`config.mk`:
```
export PLATFORM = sky130hd
export DESIGN_NAME = fetch_stage_flat
export DESIGN_NICKNAME = d
export VERILOG_FILES = /design/src/rtl/fetch_stage_if.sv /design/src/rtl/fetch_stage.sv /design/src/flat_wrapper.sv
export SDC_FILE = /design/constraint.sdc
export NUM_CORES = 1
export LEC_CHECK = 0
export ABC_AREA = 1
export CAP_MARGIN = 20
export CORE_MARGIN = 2
export CORE_UTILIZATION = 40
export DETAILED_ROUTE_END_ITERATION = 10
export MAX_ROUTING_LAYER = met4
export PLACE_DENSITY = 0.68
export SYNTH_ARGS = -nofsm -noshare
export SYNTH_HDL_FRONTEND = slang
export SYNTH_SLANG_ARGS = --single-unit
export TNS_END_PERCENT = 1
```
`constraint.sdc`:
```
create_clock -name clk -period 4 [get_ports clk]
set_clock_uncertainty 0.2 [all_clocks]
set_input_delay 0.8 -clock clk [delete_from_list [all_inputs] [get_ports clk]]
set_output_delay 0.8 -clock clk [all_outputs]
set_load 0.02 [all_outputs]
```
`src/rtl/fetch_stage_if.sv`:
```
// Fetch stage bus bundle: instruction ROM port, decode-side IF/ID outputs,
// decode feedback (stall, redirect) and performance counters.
// master: the fetch stage. slave: the ROM/decode environment.
interface fetch_stage_if #(
  parameter int unsigned PC_W   = 12,
  parameter int unsigned INST_W = 16
);
  logic              stallD;
  logic              branch_taken;
  logic [PC_W-1:0]   PC_branch;
  logic              o_imem_en;
  logic [PC_W-1:0]   o_imem_addr;
  logic [INST_W-1:0] i_imem_data;
  logic [INST_W-1:0] o_inst;
  logic [PC_W-1:0]   o_pcD;
  logic              o_validD;
  logic              o_halted;
  logic [15:0]       o_perf_fetched;
  logic [15:0]       o_perf_bubbles;

  modport master (
    input  stallD, branch_taken, PC_branch, i_imem_data,
    output o_imem_en, o_imem_addr, o_inst, o_pcD, o_validD, o_halted,
           o_perf_fetched, o_perf_bubbles
  );

  modport slave (
    output stallD, branch_taken, PC_branch, i_imem_data,
    input  o_imem_en, o_imem_addr, o_inst, o_pcD, o_validD, o_halted,
           o_perf_fetched, o_perf_bubbles
  );
endinterface

```
`src/rtl/fetch_stage.sv`:
```
// Instruction fetch stage: owns the fetch PC, reads a synchronous ROM, holds the
// IF/ID register with a one-entry skid buffer for decode stalls, applies branch
// redirects and stops fetching after a HALT opcode.
// Optional build macro FETCH_PERF_EN adds saturating fetched/bubble counters;
// without it the counter outputs are tied to zero.
module fetch_stage #(
  parameter int unsigned     PC_W     = 12,
  parameter int unsigned     INST_W   = 16,
  parameter logic [PC_W-1:0] RESET_PC = '0,
  parameter logic [3:0]      HALT_OP  = 4'hF
) (
  input logic           clk,
  input logic           reset,
  fetch_stage_if.master bus
);

  typedef enum logic [0:0] {StRun, StHalt} state_t;

  state_t            state, stateNext;
  logic [PC_W-1:0]   pcF, pcFNext;
  logic              reqValid, reqValidNext;
  logic [PC_W-1:0]   reqPc, reqPcNext;
  logic              skidValid, skidValidNext;
  logic [INST_W-1:0] skidInst, skidInstNext;
  logic [PC_W-1:0]   skidPc, skidPcNext;
  logic [INST_W-1:0] instD, instDNext;
  logic [PC_W-1:0]   pcD, pcDNext;
  logic              validD, validDNext;
  logic              issue;
  logic              loadValid;

  // Next-state: issue, capture/skid, redirect and RUN->HALT decisions.
  always_comb begin
    stateNext     = state;
    pcFNext       = pcF;
    reqPcNext     = reqPc;
    skidValidNext = skidValid;
    skidInstNext  = skidInst;
    skidPcNext    = skidPc;
    instDNext     = instD;
    pcDNext       = pcD;
    validDNext    = validD;
    loadValid     = 1'b0;

    // A full skid blocks issue so at most one word is ever outstanding past IF/ID.
    issue = (state == StRun) && !bus.stallD && !bus.branch_taken && !skidValid;
    reqValidNext = issue;
    if (issue) begin
      reqPcNext = pcF;
      pcFNext   = pcF + PC_W'(1);
    end

    if (state == StRun) begin
      if (bus.branch_taken) begin
        // Redirect beats stall and capture: flush everything in flight.
        pcFNext       = bus.PC_branch;
        reqValidNext  = 1'b0;
        skidValidNext = 1'b0;
        instDNext     = '0;
        validDNext    = 1'b0;
      end else if (skidValid) begin
        if (!bus.stallD) begin
          instDNext     = skidInst;
          pcDNext       = skidPc;
          validDNext    = 1'b1;
          skidValidNext = 1'b0;
          loadValid     = 1'b1;
        end
      end else if (reqValid) begin
        if (!bus.stallD) begin
          instDNext  = bus.i_imem_data;
          pcDNext    = reqPc;
          validDNext = 1'b1;
          loadValid  = 1'b1;
        end else begin
          skidInstNext  = bus.i_imem_data;
          skidPcNext    = reqPc;
          skidValidNext = 1'b1;
        end
      end else if (!bus.stallD) begin
        instDNext  = '0;
        validDNext = 1'b0;
      end

      if (loadValid && (instDNext[INST_W-1 -: 4] == HALT_OP)) begin
        stateNext = StHalt;
      end
    end
  end

  // State registers with synchronous reset; in-flight ROM data is dropped on reset.
  always_ff @(posedge clk) begin
    if (reset) begin
      state     <= StRun;
      pcF       <= RESET_PC;
      reqValid  <= 1'b0;
      reqPc     <= '0;
      skidValid <= 1'b0;
      skidInst  <= '0;
      skidPc    <= '0;
      instD     <= '0;
      pcD       <= '0;
      validD    <= 1'b0;
    end else begin
      state     <= stateNext;
      pcF       <= pcFNext;
      reqValid  <= reqValidNext;
      reqPc     <= reqPcNext;
      skidValid <= skidValidNext;
      skidInst  <= skidInstNext;
      skidPc    <= skidPcNext;
      instD     <= instDNext;
      pcD       <= pcDNext;
      validD    <= validDNext;
    end
  end

  assign bus.o_imem_en   = issue;
  assign bus.o_imem_addr = pcF;
  assign bus.o_inst      = instD;
  assign bus.o_pcD       = pcD;
  assign bus.o_validD    = validD;
  assign bus.o_halted    = (state == StHalt);

`ifdef FETCH_PERF_EN
  logic [15:0] perfFetched, perfBubbles;

  // Saturating counters: valid IF/ID loads and cycles showing a bubble.
  always_ff @(posedge clk) begin
    if (reset) begin
      perfFetched <= '0;
      perfBubbles <= '0;
    end else begin
      if (loadValid && (perfFetched != 16'hFFFF)) perfFetched <= perfFetched + 16'd1;
      if (!validD && (perfBubbles != 16'hFFFF)) perfBubbles <= perfBubbles + 16'd1;
    end
  end

  assign bus.o_perf_fetched = perfFetched;
  assign bus.o_perf_bubbles = perfBubbles;
`else
  assign bus.o_perf_fetched = 16'h0000;
  assign bus.o_perf_bubbles = 16'h0000;
`endif

endmodule

```
`src/flat_wrapper.sv`:
```
// flat-port wrapper written by rule: the top's interface ports become plain ports
module fetch_stage_flat 
#(
  parameter int unsigned     PC_W     = 12,
  parameter int unsigned     INST_W   = 16,
  parameter logic [PC_W-1:0] RESET_PC = '0,
  parameter logic [3:0]      HALT_OP  = 4'hF
)
  (clk, reset, bus_stallD, bus_branch_taken, bus_PC_branch, bus_i_imem_data, bus_o_imem_en, bus_o_imem_addr, bus_o_inst, bus_o_pcD, bus_o_validD, bus_o_halted, bus_o_perf_fetched, bus_o_perf_bubbles);
  fetch_stage_if #(.PC_W(PC_W), .INST_W(INST_W)) bus_i ();
  input logic clk;
  input logic reset;
  input wire logic [$bits(bus_i.stallD)-1:0] bus_stallD;
  input wire logic [$bits(bus_i.branch_taken)-1:0] bus_branch_taken;
  input wire logic [$bits(bus_i.PC_branch)-1:0] bus_PC_branch;
  input wire logic [$bits(bus_i.i_imem_data)-1:0] bus_i_imem_data;
  output wire logic [$bits(bus_i.o_imem_en)-1:0] bus_o_imem_en;
  output wire logic [$bits(bus_i.o_imem_addr)-1:0] bus_o_imem_addr;
  output wire logic [$bits(bus_i.o_inst)-1:0] bus_o_inst;
  output wire logic [$bits(bus_i.o_pcD)-1:0] bus_o_pcD;
  output wire logic [$bits(bus_i.o_validD)-1:0] bus_o_validD;
  output wire logic [$bits(bus_i.o_halted)-1:0] bus_o_halted;
  output wire logic [$bits(bus_i.o_perf_fetched)-1:0] bus_o_perf_fetched;
  output wire logic [$bits(bus_i.o_perf_bubbles)-1:0] bus_o_perf_bubbles;
  assign bus_i.stallD = bus_stallD;
  assign bus_i.branch_taken = bus_branch_taken;
  assign bus_i.PC_branch = bus_PC_branch;
  assign bus_i.i_imem_data = bus_i_imem_data;
  assign bus_o_imem_en = bus_i.o_imem_en;
  assign bus_o_imem_addr = bus_i.o_imem_addr;
  assign bus_o_inst = bus_i.o_inst;
  assign bus_o_pcD = bus_i.o_pcD;
  assign bus_o_validD = bus_i.o_validD;
  assign bus_o_halted = bus_i.o_halted;
  assign bus_o_perf_fetched = bus_i.o_perf_fetched;
  assign bus_o_perf_bubbles = bus_i.o_perf_bubbles;
  fetch_stage #(.PC_W(PC_W), .INST_W(INST_W), .RESET_PC(RESET_PC), .HALT_OP(HALT_OP)) u_core (.clk(clk), .reset(reset), .bus(bus_i));
endmodule
```
==> run_summary.xml <==
<?xml version="1.0" encoding="UTF-8"?>
<metrics>
  <group name="floorplan">
    <metric name="floorplan.initialDensity" unit="%">41.0</metric>
    <metric name="coreArea" unit="um^2">9770</metric>
    <metric name="die_area" unit="um^2">10800</metric>
    <metric name="design.portCount" unit="">107</metric>
    <metric name="chipHeight" unit="um">104</metric>
    <metric name="core.rowCount" unit="">36</metric>
    <metric name="chipWidth" unit="um">104</metric>
  </group>
  <group name="synth">
    <metric name="synth_cell_type_count" unit="">30</metric>
    <metric name="seq_area_frac_synth" unit="%">41.9</metric>
    <metric name="synth_enable_flop_cells" unit="">0</metric>
    <metric name="synth_most_common_cell" unit="">nand2_1</metric>
    <metric name="syn-instance-count" unit="">560</metric>
    <metric name="postSynth.asyncResetShare" unit="%">0</metric>
    <metric name="synth_common_cells" unit="">103 x nand2_1, 84 x dfxtp_1, 61 x o21ai_0</metric>
    <metric name="number_of_warnings_issued_by_yosys" unit="">0</metric>
    <metric name="synth_largest_type_area_fraction" unit="%">41.9</metric>
    <metric name="dominantRegCellSynth" unit="">dfxtp_1</metric>
    <metric name="synth_area_leader_cell" unit="">dfxtp_1</metric>
    <metric name="syn_avg_cell_area" unit="um^2">7.16</metric>
    <metric name="synth_area_leaders" unit="">dfxtp_1 42%, nand2_1 9.6%, o21ai_0 7.6%</metric>
    <metric name="ys_ff_latch" unit="">84</metric>
    <metric name="synth.cell_area" unit="um^2">4010</metric>
  </group>
  <group name="cells_and_area">
    <metric name="drive_above_1_share" unit="%">6.10</metric>
    <metric name="fill_cells" unit="">1003</metric>
    <metric name="design.final.nets" unit="">651</metric>
    <metric name="area_delta_synth_final" unit="%">21.2</metric>
    <metric name="post_layout_nonfiller_instances" unit="">756</metric>
    <metric name="diodes" unit="">0</metric>
  </group>
  <group name="power_and_ir_drop">
    <metric name="leakagePower" unit="nW">2.12</metric>
    <metric name="power.internal" unit="W">0.00127</metric>
    <metric name="sw_frac_of_total" unit="%">26.4</metric>
    <metric name="power.sequential.fraction" unit="%">51.5</metric>
    <metric name="power_frac_clock" unit="%">35.7</metric>
    <metric name="power_frac_comb" unit="%">12.8</metric>
    <metric name="power.density" unit="nW/um^2">354</metric>
    <metric name="power.net_switching" unit="W">0.000454</metric>
    <metric name="power.ir.vdd_worst" unit="mV">0.173</metric>
  </group>
  <group name="global_routing">
    <metric name="antenna_found_initial" unit="">0</metric>
    <metric name="grt.overflow.total" unit="">0</metric>
    <metric name="grt_pass1_wl" unit="um">16200</metric>
    <metric name="grt.total_usage" unit="%">18.6</metric>
    <metric name="maximum_number_of_pins_on_one_net_before_global_route_repair" unit="">40</metric>
    <metric name="number_of_global_route_vias_before_repair" unit="">3483</metric>
  </group>
  <group name="clock_tree">
    <metric name="holdBufCountCts" unit="">0</metric>
    <metric name="h-tree-depth" unit="">3</metric>
    <metric name="tritoncts" unit="">done</metric>
    <metric name="clkSlewWorstSetupHoldPaths" unit="ps">70</metric>
    <metric name="cts_num_sinks" unit="">84</metric>
    <metric name="master_cell_of_the_clock_root_buffer" unit="">clkbuf_8</metric>
    <metric name="clock_insertion_delay_worst_skew" unit="ps">350</metric>
    <metric name="cts-root-to-sink-buffers" unit="">2</metric>
    <metric name="post-cts-setup-buffers" unit="">0</metric>
    <metric name="cts_made_buffers" unit="">9</metric>
    <metric name="ctsResizeCount" unit="">0</metric>
  </group>
  <group name="sta">
    <metric name="slew_headroom" unit="%">56.8</metric>
    <metric name="finalWorstSetupSlack" unit="ps">761</metric>
    <metric name="final-setup-viol-count" unit="">0</metric>
    <metric name="rsz_0062_raised_after_global_routing" unit="">false</metric>
    <metric name="tns" unit="ps">0</metric>
    <metric name="report.final.slew_viol_count" unit="">0</metric>
    <metric name="fin_crit" unit="ps">3240</metric>
    <metric name="maximum_clock_rate" unit="MHz">309</metric>
    <metric name="tightest_slew" unit="ps">648</metric>
    <metric name="final-hold-violation-count" unit="">0</metric>
    <metric name="finalCritPeriodShare" unit="%">81.0</metric>
  </group>
  <group name="place">
    <metric name="post-place-cells" unit="">740</metric>
    <metric name="place.detailed.hpwl" unit="um">6590</metric>
    <metric name="gp_congestion" unit="">0.805</metric>
    <metric name="port_buffers" unit="">74</metric>
    <metric name="worst_case_setup_slack_after_placement" unit="ps">773</metric>
  </group>
  <group name="worst_hold_path">
    <metric name="holdCritPathClass" unit="">reg -&gt; reg</metric>
  </group>
  <group name="setup_path">
    <metric name="cp-start-kind" unit="">input pin</metric>
    <metric name="critPathMaxStageDelay" unit="ps">620</metric>
    <metric name="crit_path_frequent_cell" unit="">clkdlybuf4s50_1</metric>
    <metric name="cp_data_arrival_time" unit="ps">2240</metric>
    <metric name="worst_ep_required_time" unit="ps">3000</metric>
    <metric name="timing.critical_path.slowest_stage_cell" unit="">clkdlybuf4s50_1</metric>
    <metric name="critical_path_class" unit="">in -&gt; out</metric>
    <metric name="path_cells" unit="">clkdlybuf4s50_1 &gt; nor2_4 &gt; nand2_2 &gt; inv_1 &gt; clkdlybuf4s50_1</metric>
    <metric name="timing.critical_path.fanout_max" unit="">4</metric>
    <metric name="reg2reg_setup_slack" unit="ps">1780</metric>
    <metric name="timing.critical_path.buf_inv" unit="">3</metric>
    <metric name="worstSetupEndpointType" unit="">output pin</metric>
    <metric name="worst_path_dominant_cell_family" unit="">buffers and inverters</metric>
  </group>
  <group name="drt">
    <metric name="detail-route-antenna-nets" unit="">0</metric>
    <metric name="route.vias.total" unit="">3600</metric>
    <metric name="drt_first_iter_violations" unit="">189</metric>
    <metric name="totalWireLength" unit="um">9340</metric>
    <metric name="detail_route.drc_violations" unit="">0</metric>
    <metric name="post_drt_wl_per_cell" unit="um">12.4</metric>
    <metric name="vias_per_cell" unit="">4.76</metric>
    <metric name="drtPass1Iterations" unit="">5</metric>
  </group>
  <group name="run_status">
    <metric name="outcome" unit="">complete, no violations</metric>
  </group>
  <group name="flow_run">
    <metric name="max_cap_viol_count" unit="">0</metric>
  </group>
</metrics>
==> metrics by stage <==
step / cell area [um^2] / hold slack [ps] / total power, W / util [%]
6_report: 4860 / 266 / 0.00172 / 49.8
2_1_floorplan: 4130 / 242 / 0.00106 / -
3_3_place_gp: 4660 / 252 / 0.00112 / 47.7
3_5_place_dp: 4660 / 260 / 0.00112 / 47.7
4_1_cts: 4860 / 266 / 0.00174 / 49.8
5_1_grt: 4860 / 294 / 0.00180 / 49.8
==> routing by layer <==
layer | GRT usage (%) | part of all wire [%]
met1 | 24.1 | 49
met2 | 28.8 | 45
met3 | 3.01 | 4.4
met4 | 8.20 | 1.9
met5 | - | 0
==> cells by family (layout without fill, tap and decap cells) <==
family                     Yosys count  count (layout)  share of synthesized area (%)
DFF                                 84              84                           41.9
adders and majority gates            1               1                          0.312
buffers and inverters              111             143                           14.8
and+or+nand+nor                    235             235                           25.9
AOI/OAI and AO/OA                  125             125                           16.3
other                                1              32                         0.0935
xor gates and xnor gates             3               3                          0.655
==> cells in the final DEF, fill, tap and decap left out, drive strengths merged <==
| master | netlist | routed |
|---|---|---|
| nand2 | 105 | 105 |
| buf | 53 | 6 |
| ha | 1 | 1 |
| xor2 | 3 | 3 |
| o211a | 1 | 1 |
| clkinv | 0 | 2 |
| nand3b | 1 | 1 |
| clkbuf | 11 | 12 |
| nand4 | 4 | 4 |
| conb | 1 | 32 |
| o21ai | 63 | 63 |
| o21bai | 4 | 4 |
| a32oi | 1 | 1 |
| dfxtp | 84 | 84 |
| or2 | 2 | 2 |
| nor2 | 63 | 63 |
| nor3 | 4 | 4 |
| clkinvlp | 0 | 1 |
| nand3 | 56 | 56 |
| a21oi | 53 | 53 |
| inv | 47 | 47 |
| o211ai | 3 | 3 |
| clkdlybuf4s50 | 0 | 74 |
| bufinv | 0 | 1 |
==> worst min-delay path, cell delays in order (launching register included) <==
cell	delay, ps
dfxtp_1	310
nand2_1	60
a21oi_1	50
==> registers in the layout, summed over array words and instances (netlist names) <==
signal,flops
u_core.bus.o_halted,1
u_core.reqValid,1
u_core.bus.o_inst,16
u_core.bus.o_pcD,12
u_core.reqPc,12
u_core.bus.o_validD,1
u_core.bus.o_imem_addr,12
u_core.skidPc,12
u_core.skidInst,16
u_core.skidValid,1
==> final timing paths <==
check,to,from,cells past startpoint
min reg2reg,u_core.bus.o_pcD[6],u_core.bus.o_pcD[6],2
max,bus_o_imem_en,bus_branch_taken,5
max reg2reg,u_core.skidPc[2],u_core.reqValid,4
min,u_core.bus.o_pcD[6],u_core.bus.o_pcD[6],2
==> final cells by class <==
cell class              instances  area [um^2]  share of cell area [%]
multi-input cells             396         1850                    38.0
flip-flops and latches         84         1680                    34.6
repair buffers                 80          786                    16.2
inverters                      47          176                    3.63
well taps                     133          166                    3.42
clock buffers                  12          155                    3.19
clock inverters                 4         47.5                   0.978
==> power by group through the flow <==
stage          clock network (W)  logic, W  registers [W]
2_1_floorplan                  0  0.000153       0.000912
3_3_place_gp                   0  0.000216       0.000904
3_5_place_dp                   0  0.000220       0.000905
4_1_cts                 0.000631  0.000221       0.000885
5_1_grt                 0.000661  0.000245       0.000889
6_report                0.000614  0.000221       0.000885
Note: power is estimated with default switching activity, not from simulation.
